--- src/rtl/pe_bus_pkg.sv ---
// Shared types and widths for the PE shared-bus arbiter.
package pe_bus_pkg;

  localparam int unsigned ADDR_W     = 32;
  localparam int unsigned REG_W      = 5;
  localparam int unsigned DEF_NUM_PE = 4;

  typedef enum logic [1:0] {
    IDLE  = 2'd0,
    GRANT = 2'd1,
    ISSUE = 2'd2,
    WAIT  = 2'd3
  } state_e;

  // Owner index width; never narrower than one bit.
  function automatic int unsigned idx_w(input int unsigned n);
    return (n < 2) ? 1 : $clog2(n);
  endfunction

endpackage

--- src/rtl/pe_bus_arbiter_if.sv ---
// Bus-side bundle between the PE bus interfaces, the arbiter and the shared slaves.
// Carries bus_timeout only when PE_BUS_TIMEOUT_EN is defined.
interface pe_bus_arbiter_if
  import pe_bus_pkg::*;
#(
  parameter int unsigned NUM_PE = DEF_NUM_PE
);

  localparam int unsigned IDX_W = idx_w(NUM_PE);

  logic [NUM_PE-1:0]        bus_request;
  logic [NUM_PE-1:0]        grant;

  logic [NUM_PE*ADDR_W-1:0] m_mem_address;
  logic [NUM_PE*ADDR_W-1:0] m_result_out;
  logic [NUM_PE*ADDR_W-1:0] m_pc_out;
  logic [NUM_PE*REG_W-1:0]  m_rs1;
  logic [NUM_PE*REG_W-1:0]  m_rs2;
  logic [NUM_PE*REG_W-1:0]  m_rd;
  logic [NUM_PE-1:0]        m_reg_select;
  logic [NUM_PE-1:0]        m_mem_read;
  logic [NUM_PE-1:0]        m_mem_write;
  logic [NUM_PE-1:0]        m_rd_write;
  logic [NUM_PE-1:0]        m_read_en;

  logic [ADDR_W-1:0]        s_mem_address;
  logic [ADDR_W-1:0]        s_result_out;
  logic [ADDR_W-1:0]        s_pc_out;
  logic [REG_W-1:0]         s_rs1;
  logic [REG_W-1:0]         s_rs2;
  logic [REG_W-1:0]         s_rd;
  logic                     s_reg_select;
  logic                     s_mem_read;
  logic                     s_mem_write;
  logic                     s_rd_write;
  logic                     s_read_en;

  logic                     mem_ack;
  logic                     data_ready;
  logic [NUM_PE-1:0]        mem_ack_pe;
  logic [NUM_PE-1:0]        data_ready_pe;

  logic [IDX_W-1:0]         owner_id;
  logic                     bus_busy;
`ifdef PE_BUS_TIMEOUT_EN
  logic                     bus_timeout;
`endif

  // Arbiter side.
  modport master (
    input  bus_request,
    input  m_mem_address, m_result_out, m_pc_out,
    input  m_rs1, m_rs2, m_rd,
    input  m_reg_select, m_mem_read, m_mem_write, m_rd_write, m_read_en,
    input  mem_ack, data_ready,
`ifdef PE_BUS_TIMEOUT_EN
    output bus_timeout,
`endif
    output grant,
    output s_mem_address, s_result_out, s_pc_out,
    output s_rs1, s_rs2, s_rd,
    output s_reg_select, s_mem_read, s_mem_write, s_rd_write, s_read_en,
    output mem_ack_pe, data_ready_pe,
    output owner_id, bus_busy
  );

  // PE / slave side.
  modport slave (
    output bus_request,
    output m_mem_address, m_result_out, m_pc_out,
    output m_rs1, m_rs2, m_rd,
    output m_reg_select, m_mem_read, m_mem_write, m_rd_write, m_read_en,
    output mem_ack, data_ready,
`ifdef PE_BUS_TIMEOUT_EN
    input  bus_timeout,
`endif
    input  grant,
    input  s_mem_address, s_result_out, s_pc_out,
    input  s_rs1, s_rs2, s_rd,
    input  s_reg_select, s_mem_read, s_mem_write, s_rd_write, s_read_en,
    input  mem_ack_pe, data_ready_pe,
    input  owner_id, bus_busy
  );

endinterface

--- src/rtl/pe_bus_arbiter_rr_picker.sv ---
// Combinational round-robin picker: first requester at or after ptr_i, wrapping mod N.
module rr_picker #(
  parameter int unsigned N     = 4,
  parameter int unsigned IDX_W = 2
) (
  input  logic [N-1:0]     req_i,
  input  logic [IDX_W-1:0] ptr_i,
  output logic [N-1:0]     onehot_o,
  output logic [IDX_W-1:0] idx_o,
  output logic             valid_o
);

  always_comb begin
    int unsigned cand;
    onehot_o = '0;
    idx_o    = '0;
    valid_o  = 1'b0;
    cand     = 0;
    for (int unsigned k = 0; k < N; k++) begin
      cand = (32'(ptr_i) + k) % N;
      if (!valid_o && req_i[IDX_W'(cand)]) begin
        valid_o                  = 1'b1;
        onehot_o[IDX_W'(cand)]   = 1'b1;
        idx_o                    = IDX_W'(cand);
      end
    end
  end

endmodule

--- src/rtl/pe_bus_arbiter.sv ---
// Round-robin shared-bus arbiter and owner multiplexer for NUM_PE bus masters.
// Optional WAIT watchdog with bus_timeout pulse: define PE_BUS_TIMEOUT_EN.
module pe_bus_arbiter
  import pe_bus_pkg::*;
#(
  parameter int unsigned NUM_PE         = DEF_NUM_PE,
  parameter int unsigned TIMEOUT_CYCLES = 64
) (
  input  logic             clk,
  input  logic             reset,
  pe_bus_arbiter_if.master bus
);

  localparam int unsigned IDX_W = idx_w(NUM_PE);

  if (NUM_PE < 2 || NUM_PE > 16 || TIMEOUT_CYCLES < 1) begin : g_cfg_check
    $error("pe_bus_arbiter: NUM_PE must be 2..16 and TIMEOUT_CYCLES >= 1");
  end

  state_e            state_q;
  logic [IDX_W-1:0]  owner_q;
  logic [IDX_W-1:0]  rr_ptr_q;
  logic [IDX_W-1:0]  rr_ptr_d;
  logic [NUM_PE-1:0] grant_q;
  logic              busy_q;

  logic [NUM_PE-1:0] pick_onehot;
  logic [IDX_W-1:0]  pick_idx;
  logic              pick_valid;
  logic              done;
  logic              tmo_hit;

  rr_picker #(
    .N     (NUM_PE),
    .IDX_W (IDX_W)
  ) u_picker (
    .req_i    (bus.bus_request),
    .ptr_i    (rr_ptr_q),
    .onehot_o (pick_onehot),
    .idx_o    (pick_idx),
    .valid_o  (pick_valid)
  );

  assign done     = bus.mem_ack | bus.data_ready;
  assign rr_ptr_d = (owner_q == IDX_W'(NUM_PE - 1)) ? '0 : owner_q + IDX_W'(1);

`ifdef PE_BUS_TIMEOUT_EN
  localparam int unsigned TMO_W = ($clog2(TIMEOUT_CYCLES + 1) > 8) ?
                                  $clog2(TIMEOUT_CYCLES + 1) : 8;

  logic [TMO_W-1:0] tmo_cnt_q;
  logic             tmo_q;

  assign tmo_hit         = (tmo_cnt_q == TMO_W'(TIMEOUT_CYCLES - 1));
  assign bus.bus_timeout = tmo_q;

  // Counts completed WAIT cycles; cleared whenever the FSM is elsewhere.
  always_ff @(posedge clk) begin
    if (!reset) begin
      tmo_cnt_q <= '0;
      tmo_q     <= 1'b0;
    end else begin
      tmo_q     <= (state_q == WAIT) && !done && tmo_hit;
      tmo_cnt_q <= (state_q == WAIT) ? tmo_cnt_q + TMO_W'(1) : '0;
    end
  end
`else
  assign tmo_hit = 1'b0;
`endif

  // Arbitration FSM; grant, owner and busy are registered with the state.
  always_ff @(posedge clk) begin
    if (!reset) begin
      state_q  <= IDLE;
      owner_q  <= '0;
      rr_ptr_q <= '0;
      grant_q  <= '0;
      busy_q   <= 1'b0;
    end else begin
      grant_q <= '0;
      case (state_q)
        IDLE: begin
          if (pick_valid) begin
            state_q <= GRANT;
            owner_q <= pick_idx;
            grant_q <= pick_onehot;
            busy_q  <= 1'b1;
          end
        end
        GRANT: state_q <= ISSUE;
        ISSUE: begin
          if (done) begin
            state_q  <= IDLE;
            rr_ptr_q <= rr_ptr_d;
            busy_q   <= 1'b0;
          end else begin
            state_q  <= WAIT;
          end
        end
        WAIT: begin
          if (done || tmo_hit) begin
            state_q  <= IDLE;
            rr_ptr_q <= rr_ptr_d;
            busy_q   <= 1'b0;
          end
        end
        default: state_q <= IDLE;
      endcase
    end
  end

  assign bus.grant    = grant_q;
  assign bus.owner_id = owner_q;
  assign bus.bus_busy = busy_q;

  // Bus steering is a live mux: the PE's latched fields only become valid after
  // the GRANT edge, so a registered copy would capture stale values.
  always_comb begin
    int unsigned aoff;
    int unsigned roff;
    aoff               = ADDR_W * 32'(owner_q);
    roff               = REG_W * 32'(owner_q);
    bus.s_mem_address  = '0;
    bus.s_result_out   = '0;
    bus.s_pc_out       = '0;
    bus.s_rs1          = '0;
    bus.s_rs2          = '0;
    bus.s_rd           = '0;
    bus.s_reg_select   = 1'b0;
    bus.s_mem_read     = 1'b0;
    bus.s_mem_write    = 1'b0;
    bus.s_rd_write     = 1'b0;
    bus.s_read_en      = 1'b0;
    bus.mem_ack_pe     = '0;
    bus.data_ready_pe  = '0;
    if (state_q == ISSUE || state_q == WAIT) begin
      bus.s_mem_address           = bus.m_mem_address[aoff +: ADDR_W];
      bus.s_result_out            = bus.m_result_out[aoff +: ADDR_W];
      bus.s_pc_out                = bus.m_pc_out[aoff +: ADDR_W];
      bus.s_rs1                   = bus.m_rs1[roff +: REG_W];
      bus.s_rs2                   = bus.m_rs2[roff +: REG_W];
      bus.s_rd                    = bus.m_rd[roff +: REG_W];
      bus.s_reg_select            = bus.m_reg_select[owner_q];
      bus.mem_ack_pe[owner_q]     = bus.mem_ack;
      bus.data_ready_pe[owner_q]  = bus.data_ready;
    end
    // Strobes only in ISSUE so a PE's stale latches never re-fire in WAIT.
    if (state_q == ISSUE) begin
      bus.s_mem_read  = bus.m_mem_read[owner_q];
      bus.s_mem_write = bus.m_mem_write[owner_q];
      bus.s_rd_write  = bus.m_rd_write[owner_q];
      bus.s_read_en   = bus.m_read_en[owner_q];
    end
  end

endmodule
--- src/flat_wrapper.sv ---
// flat-port wrapper written by rule: the top's interface ports become plain ports
module pe_bus_arbiter_flat import pe_bus_pkg::*;
#(
  parameter int unsigned NUM_PE         = DEF_NUM_PE,
  parameter int unsigned TIMEOUT_CYCLES = 64
)
  (clk, reset, bus_bus_request, bus_m_mem_address, bus_m_result_out, bus_m_pc_out, bus_m_rs1, bus_m_rs2, bus_m_rd, bus_m_reg_select, bus_m_mem_read, bus_m_mem_write, bus_m_rd_write, bus_m_read_en, bus_mem_ack, bus_data_ready, bus_grant, bus_s_mem_address, bus_s_result_out, bus_s_pc_out, bus_s_rs1, bus_s_rs2, bus_s_rd, bus_s_reg_select, bus_s_mem_read, bus_s_mem_write, bus_s_rd_write, bus_s_read_en, bus_mem_ack_pe, bus_data_ready_pe, bus_owner_id, bus_bus_busy);
  pe_bus_arbiter_if #(.NUM_PE(NUM_PE)) bus_i ();
  input  logic clk;
  input  logic reset;
  input wire logic [$bits(bus_i.bus_request)-1:0] bus_bus_request;
  input wire logic [$bits(bus_i.m_mem_address)-1:0] bus_m_mem_address;
  input wire logic [$bits(bus_i.m_result_out)-1:0] bus_m_result_out;
  input wire logic [$bits(bus_i.m_pc_out)-1:0] bus_m_pc_out;
  input wire logic [$bits(bus_i.m_rs1)-1:0] bus_m_rs1;
  input wire logic [$bits(bus_i.m_rs2)-1:0] bus_m_rs2;
  input wire logic [$bits(bus_i.m_rd)-1:0] bus_m_rd;
  input wire logic [$bits(bus_i.m_reg_select)-1:0] bus_m_reg_select;
  input wire logic [$bits(bus_i.m_mem_read)-1:0] bus_m_mem_read;
  input wire logic [$bits(bus_i.m_mem_write)-1:0] bus_m_mem_write;
  input wire logic [$bits(bus_i.m_rd_write)-1:0] bus_m_rd_write;
  input wire logic [$bits(bus_i.m_read_en)-1:0] bus_m_read_en;
  input wire logic [$bits(bus_i.mem_ack)-1:0] bus_mem_ack;
  input wire logic [$bits(bus_i.data_ready)-1:0] bus_data_ready;
  output wire logic [$bits(bus_i.grant)-1:0] bus_grant;
  output wire logic [$bits(bus_i.s_mem_address)-1:0] bus_s_mem_address;
  output wire logic [$bits(bus_i.s_result_out)-1:0] bus_s_result_out;
  output wire logic [$bits(bus_i.s_pc_out)-1:0] bus_s_pc_out;
  output wire logic [$bits(bus_i.s_rs1)-1:0] bus_s_rs1;
  output wire logic [$bits(bus_i.s_rs2)-1:0] bus_s_rs2;
  output wire logic [$bits(bus_i.s_rd)-1:0] bus_s_rd;
  output wire logic [$bits(bus_i.s_reg_select)-1:0] bus_s_reg_select;
  output wire logic [$bits(bus_i.s_mem_read)-1:0] bus_s_mem_read;
  output wire logic [$bits(bus_i.s_mem_write)-1:0] bus_s_mem_write;
  output wire logic [$bits(bus_i.s_rd_write)-1:0] bus_s_rd_write;
  output wire logic [$bits(bus_i.s_read_en)-1:0] bus_s_read_en;
  output wire logic [$bits(bus_i.mem_ack_pe)-1:0] bus_mem_ack_pe;
  output wire logic [$bits(bus_i.data_ready_pe)-1:0] bus_data_ready_pe;
  output wire logic [$bits(bus_i.owner_id)-1:0] bus_owner_id;
  output wire logic [$bits(bus_i.bus_busy)-1:0] bus_bus_busy;
  assign bus_i.bus_request = bus_bus_request;
  assign bus_i.m_mem_address = bus_m_mem_address;
  assign bus_i.m_result_out = bus_m_result_out;
  assign bus_i.m_pc_out = bus_m_pc_out;
  assign bus_i.m_rs1 = bus_m_rs1;
  assign bus_i.m_rs2 = bus_m_rs2;
  assign bus_i.m_rd = bus_m_rd;
  assign bus_i.m_reg_select = bus_m_reg_select;
  assign bus_i.m_mem_read = bus_m_mem_read;
  assign bus_i.m_mem_write = bus_m_mem_write;
  assign bus_i.m_rd_write = bus_m_rd_write;
  assign bus_i.m_read_en = bus_m_read_en;
  assign bus_i.mem_ack = bus_mem_ack;
  assign bus_i.data_ready = bus_data_ready;
  assign bus_grant = bus_i.grant;
  assign bus_s_mem_address = bus_i.s_mem_address;
  assign bus_s_result_out = bus_i.s_result_out;
  assign bus_s_pc_out = bus_i.s_pc_out;
  assign bus_s_rs1 = bus_i.s_rs1;
  assign bus_s_rs2 = bus_i.s_rs2;
  assign bus_s_rd = bus_i.s_rd;
  assign bus_s_reg_select = bus_i.s_reg_select;
  assign bus_s_mem_read = bus_i.s_mem_read;
  assign bus_s_mem_write = bus_i.s_mem_write;
  assign bus_s_rd_write = bus_i.s_rd_write;
  assign bus_s_read_en = bus_i.s_read_en;
  assign bus_mem_ack_pe = bus_i.mem_ack_pe;
  assign bus_data_ready_pe = bus_i.data_ready_pe;
  assign bus_owner_id = bus_i.owner_id;
  assign bus_bus_busy = bus_i.bus_busy;
  pe_bus_arbiter #(.NUM_PE(NUM_PE), .TIMEOUT_CYCLES(TIMEOUT_CYCLES)) u_core (.clk(clk), .reset(reset), .bus(bus_i));
endmodule
--- config.mk ---
export PLATFORM = sky130hd
export DESIGN_NAME = pe_bus_arbiter_flat
export DESIGN_NICKNAME = d
export VERILOG_FILES = /design/src/rtl/pe_bus_pkg.sv /design/src/rtl/pe_bus_arbiter_if.sv /design/src/rtl/pe_bus_arbiter_rr_picker.sv /design/src/rtl/pe_bus_arbiter.sv /design/src/flat_wrapper.sv
export SDC_FILE = /design/constraint.sdc
export NUM_CORES = 1
export LEC_CHECK = 0
export CORE_AREA = 3 3 234 236
export CTS_CLUSTER_DIAMETER = 40
export DETAILED_ROUTE_END_ITERATION = 8
export DIE_AREA = 0 0 237 239
export PLACE_DENSITY = 0.45
export REMOVE_ABC_BUFFERS = 1
export SYNTH_ARGS = -nofsm -noshare
export SYNTH_HDL_FRONTEND = slang
export SYNTH_SLANG_ARGS = --single-unit
--- constraint.sdc ---
create_clock -name clk -period 3.2 [get_ports clk]
set_input_delay 0.64 -clock clk [delete_from_list [all_inputs] [get_ports clk]]
set_output_delay 0.64 -clock clk [all_outputs]
set_load 0.01 [all_outputs]
# Word-level counts from Yosys, hierarchy flattened
# Cells that the tools add are included.
dict set report op_classes {
  addsub 4
  multipliers 1
  mux 61
  n_bitwise 6
  order_cmp 10
  n_reduce_logical 20
  n_shift 6
  eq_ne 7
}
# op n
set ops {}
lappend ops {{$shiftx A128 B8 Y32} 3}
lappend ops {{$mux W32} 3}
lappend ops {{$shiftx A20 B6 Y5} 3}
lappend ops {{$mux W1} 25}
lappend ops {{$mux W4} 6}
lappend ops {{$bmux W1 S2} 9}
lappend ops {{$mux W2} 8}
lappend ops {{$lt A2 B3 Y1 const B} 5}
lappend ops {{$mux W5} 3}
lappend ops {{$or A4 B4 Y4} 3}
lappend ops {{$demux W1 S2} 5}
lappend ops {{$ge A2 B1 Y1 const B} 5}
lappend ops {{$and A4 B4 Y4} 2}
lappend ops {{$logic_and A1 B1 Y1} 8}
lappend ops {{$pmux W2 S4} 1}
lappend ops {{$eq A2 B2 Y1 const B} 3}
lappend ops {{$ne A2 B1 Y1 const B} 3}
lappend ops {{$reduce_and A2 Y1} 3}
lappend ops {{$reduce_and A3 Y1} 2}
lappend ops {{$mul A3 B2 Y5 const A} 1}
lappend ops {{$add A2 B1 Y2 const B} 2}
lappend ops {{$add A2 B2 Y2 const B} 2}
lappend ops {{$logic_not A1 Y1} 3}
lappend ops {{$eq A2 B1 Y1 const B} 1}
lappend ops {{other kinds (6)} 6}
dict set report word_totals {
  output_inout_bits 131
  input_bits 472
  regBits 11
}

# Logic depth before layout (Yosys ltp)
dict set report depth {
  depth_word 14
  ltp_mapped 8
}

# By module
# A second synthesis with hierarchy kept.
dict set report unflattened {
  hier_cells 498
  hier_area_um2 4275.4
}
# module cells_each seq_area_each_um2 instances area_per_inst_um2
set by_module_without_submodules {}
lappend by_module_without_submodules {pe_bus_arbiter 453 220.2 1 3856.2}
lappend by_module_without_submodules {rr_picker 45 0.0 1 419.2}

# Worst setup path after synthesis
# No wires, ideal clock.
dict set report synth_timing {
  path_type {register to output}
  start {register u_core.owner_q[0] (netlist: u_core.bus.owner_id[0])}
  end {output bus_s_rd[0]}
  path_slack_ns 0.913
  stages_incl_launch_ff 5
  t_required_ns 2.560
  arrival_time_ns 1.647
  n_path_buf 2
  path_cell_list {dfxtp_1 -> buf_2 -> buf_4 -> mux4_2 -> and2_1}
}
dict set report synth_via {
  elab_chain_cells 3
}
# item line
set synth_lines {}
lappend synth_lines {{from (decl)} pe_bus_arbiter.sv:21} ;# logic [IDX_W-1:0] owner_q;
lappend synth_lines {{from (signal assigned)} pe_bus_arbiter.sv:85} ;# owner_q <= pick_idx;
lappend synth_lines {{$mul A3 B2 Y5} pe_bus_arbiter.sv:122} ;# roff = REG_W * 32'(owner_q);
lappend synth_lines {{$shiftx A20 B6 Y5} pe_bus_arbiter.sv:142} ;# bus.s_rd = bus.m_rd[roff +: REG_W];
lappend synth_lines {{$mux W5} pe_bus_arbiter.sv:136} ;# if (state_q == ISSUE || state_q == WAIT) begin
lappend synth_lines {{to (decl)} flat_wrapper.sv:31} ;# output wire logic [$bits(bus_i.s_rd)-1:0] bus_s_rd;
# No other way between the ends.

# Final worst setup path
dict set report layout_timing {
  start {input bus_m_pc_out[124]}
  end {output bus_s_pc_out[28]}
}
dict set report layout_via {
  elab_chain_cells 2
}
# item line
set layout_lines {}
lappend layout_lines {{from (decl)} flat_wrapper.sv:14} ;# input wire logic [$bits(bus_i.m_pc_out)-1:0] bus_m_pc_out;
lappend layout_lines {{$shiftx A128 B8 Y32} pe_bus_arbiter.sv:139} ;# bus.s_pc_out = bus.m_pc_out[aoff +: ADDR_W];
lappend layout_lines {{$mux W32} pe_bus_arbiter.sv:136}
lappend layout_lines {{to (decl)} flat_wrapper.sv:28} ;# output wire logic [$bits(bus_i.s_pc_out)-1:0] bus_s_pc_out;
# No other way between the ends.

==> metrics.txt <==
clock tree from TritonCTS yes; area grow syn2layout 154.4%; total DRC errors in the routed layout 0; total area of sequential cells 231.5 um2; critical path endpoint bus_s_pc_out[28]; antenna violations before repair 7; Pwr Total 2.877 mW; post-CTS setup repair buffer count 0; pin count of the biggest net entering global routing 56; main area contributors after synthesis mux4_2, and2_1, dfxtp_1; Worst Hold Class flip-flop to flip-flop; final net count 1441; worst vdd rail ir drop 0.1549 mV; post-synthesis instance total 381; post-synth top area share 59.52%; data arrival time at the worst-slack endpoint 2.36 ns; final clock period utilization by the worst path 93.85%; worst setup path class input port to primary output; crit path launch type input port; iteration-0 DRC count of the detailed router 332; number of endpoints with negative hold slack in the final report 0; final worst hold slack 0.5321 ns; actual transition at the worst max-transition pin 0.6048 ns; maximum buffer depth of the clock tree 2; post-cts hold buffer count 0; later-pin clock latency in the skew report 0.24 ns; multi-input gate area in the final layout 4020 um2; Avg Synthesized Cell Area 11.82 um2; top post-synthesis cells by count mux4_2, and2_1, clkbuf_1, buf_2, dfxtp_1; mapped cell area 4503 um2; worst path required time 2.56 ns; largest area contributor in the netlist mux4_2; number of buffers added on ports 602; H-tree depth 1; DPL Wire Length 31700 um; global route overflow 0; max-slew headroom at the worst pin 59.59%; vias per std cell 3.643; core occupancy in the finished layout 21.75%; height of the die 239 um; first-pass GRT wire length 50130 um; via total after detailed routing 6008; Crit Path Max Fanout 1; weighted congestion at the end of routability-driven global placement 0.8195; die width 237 um; setup slack of the worst register-to-register path 0.96 ns; routed len/inst 22.20 um; wirelength, routed 36610 um; worst r2r dst u_core.bus.grant[0]$_SDFF_PN0_; R2R cell count 5; via count of the first global-routing pass 6494; proportion of power drawn by combinational gates 85.1%; run status complete, no violations; final count of pins violating max slew 0; clock group share of total power 8.0%; share of synthesized flip-flops with an asynchronous set or reset 0%; proportion of layout cells with a drive suffix above 1 16.16%; launching element of the worst setup path bus_m_pc_out[124]; Final Setup Violations 0; total routing usage reported by global routing 12.03%; power share of the sequential group 6.9%; cell internal power dissipation 1.849 mW; post-synthesis sequential area ratio 4.890%; ratio of total power to cell area 251.2 nW/um2; Gates resized, CTS repair 0; Net Sw Power 1.028 mW; count of yosys warnings during synthesis 0; effective utilization at floorplan 8.552%; depth of the worst hold-timing path 2; Non-Filler Instances 1649; clock-pin slew on the worst setup and hold paths 0.04 ns; fraction of power spent switching nets 35.73%; number of top-level design ports 603; Primary FF master, synth dfxtp_1; master cell of the clock root buffer clkbuf_16; number of enable-type register cells in the synthesized netlist 0; Final Skew 0.002668 ns; fmax 0.3330 GHz; Setup crit end kind primary output; drt first pass iters 4; unrepaired setup endpoints after global routing no; post-layout minimum cycle time 3.003 ns; row count 84; die area 56640 um2; core box area 52660 um2; number of distinct library cell variants in the gate-level netlist after synthesis 39; number of clock sinks seen by CTS 11; launch instance of the worst register-to-register path u_core.rr_ptr_q[0]$_SDFFE_PN0P_; Num CTS Buffers 3; number of max-cap violations 0; post-route antenna net violation count 0; static leakage 3.802 nW; Synth Register Bits 11; dominant cell by count in the synthesized netlist mux4_2; placed cell count 1643; fill cell count 5649
-- how the worst min path moves through the flow --
stage	endpoint	startpoint	slack, ns
floorplan	u_core.bus.bus_busy$_SDFFE_PN0P_	u_core.bus.bus_busy$_SDFFE_PN0P_	0.53
global placement	u_core.bus.bus_busy$_SDFFE_PN0P_	u_core.bus.bus_busy$_SDFFE_PN0P_	0.50
detailed placement	u_core.bus.bus_busy$_SDFFE_PN0P_	u_core.bus.bus_busy$_SDFFE_PN0P_	0.51
CTS	u_core.bus.bus_busy$_SDFFE_PN0P_	u_core.bus.bus_busy$_SDFFE_PN0P_	0.53
global route	u_core.bus.bus_busy$_SDFFE_PN0P_	u_core.bus.bus_busy$_SDFFE_PN0P_	0.56
finish	u_core.bus.bus_busy$_SDFFE_PN0P_	u_core.bus.bus_busy$_SDFFE_PN0P_	0.53
-- logic make-up after synthesis --
group | Yosys count | synth area share [%]
buffers and inverters | 54 | 5.835
multiplexers | 125 | 60.88
adder cells (fa/ha/maj) | 9 | 2.501
AND/OR/NAND/NOR | 155 | 21.06
AO/OA/AOI/OAI | 27 | 4.834
flip-flops | 11 | 4.890
-- layout by cell type, fill, tap and decap left out, types with 2 or more instances in the layout --
cell,n
and2_1,112
o211ai_1,3
nand4_1,3
ha_1,9
and3_1,9
a221oi_1,4
o32ai_1,4
inv_1,7
nor4_1,3
clkbuf_16,3
nand2_1,7
nor2b_1,10
nor2_1,4
dfxtp_1,8
mux4_2,119
buf_12,7
diode_2,2
dfxtp_4,3
nand2b_1,2
clkdlybuf4s50_1,594
o21ai_0,4
mux2i_1,5
a21oi_1,3
buf_4,19
-- sequential cells by signal (all words and copies together) (netlist names) --
signal and flops:
u_core.bus.owner_id 2, u_core.bus.bus_busy 1, u_core.state_q 2, u_core.bus.grant 4, u_core.rr_ptr_q 2
-- cell type report --
class / instances / area share [%]
timing repair buffer: 620 / 54.37
multi-input combinational: 316 / 35.10
tap: 688 / 7.515
clock buffer: 4 / 0.6882
inverter: 8 / 0.2622
antenna: 2 / 0.04369
sequential: 11 / 2.021
-- power groups by stage --
stage	Clock [mW]	Combinational (mW)	Sequential [mW]
detailed placement	0	2.48	0.202
floorplan	0	1.08	0.390
global placement	0	2.48	0.203
finish	0.230	2.45	0.197
global route	0.244	2.62	0.205
CTS	0.234	2.50	0.201
-- per-stage QoR --
step / cell area, um2 / worst slack, ns / TNS [ns]
2_1_floorplan: 4270 / -3.267 / -414.28
3_3_place_gp: 11370 / 0.1356 / 0
3_5_place_dp: 11370 / 0.1649 / 0
4_1_cts: 11450 / 0.1507 / 0
5_1_grt: 11450 / 0.1028 / 0
6_report: 11450 / 0.1969 / 0
-- layer usage --
metal  share of wire (%)  track usage (%)  wire length [um]
met1                  40            14.77             14580
met2                  51            21.56             18710
met3                 8.1            3.496              2956
met4                0.92            1.173               338
met5               0.076                0                28
-- critical path, cell delays in order --
cell and delay [ns]:
clkdlybuf4s50_1 0.49, mux4_2 0.56, and2_1 0.19, clkdlybuf4s50_1 0.48
(Power assumes the default switching activity.)
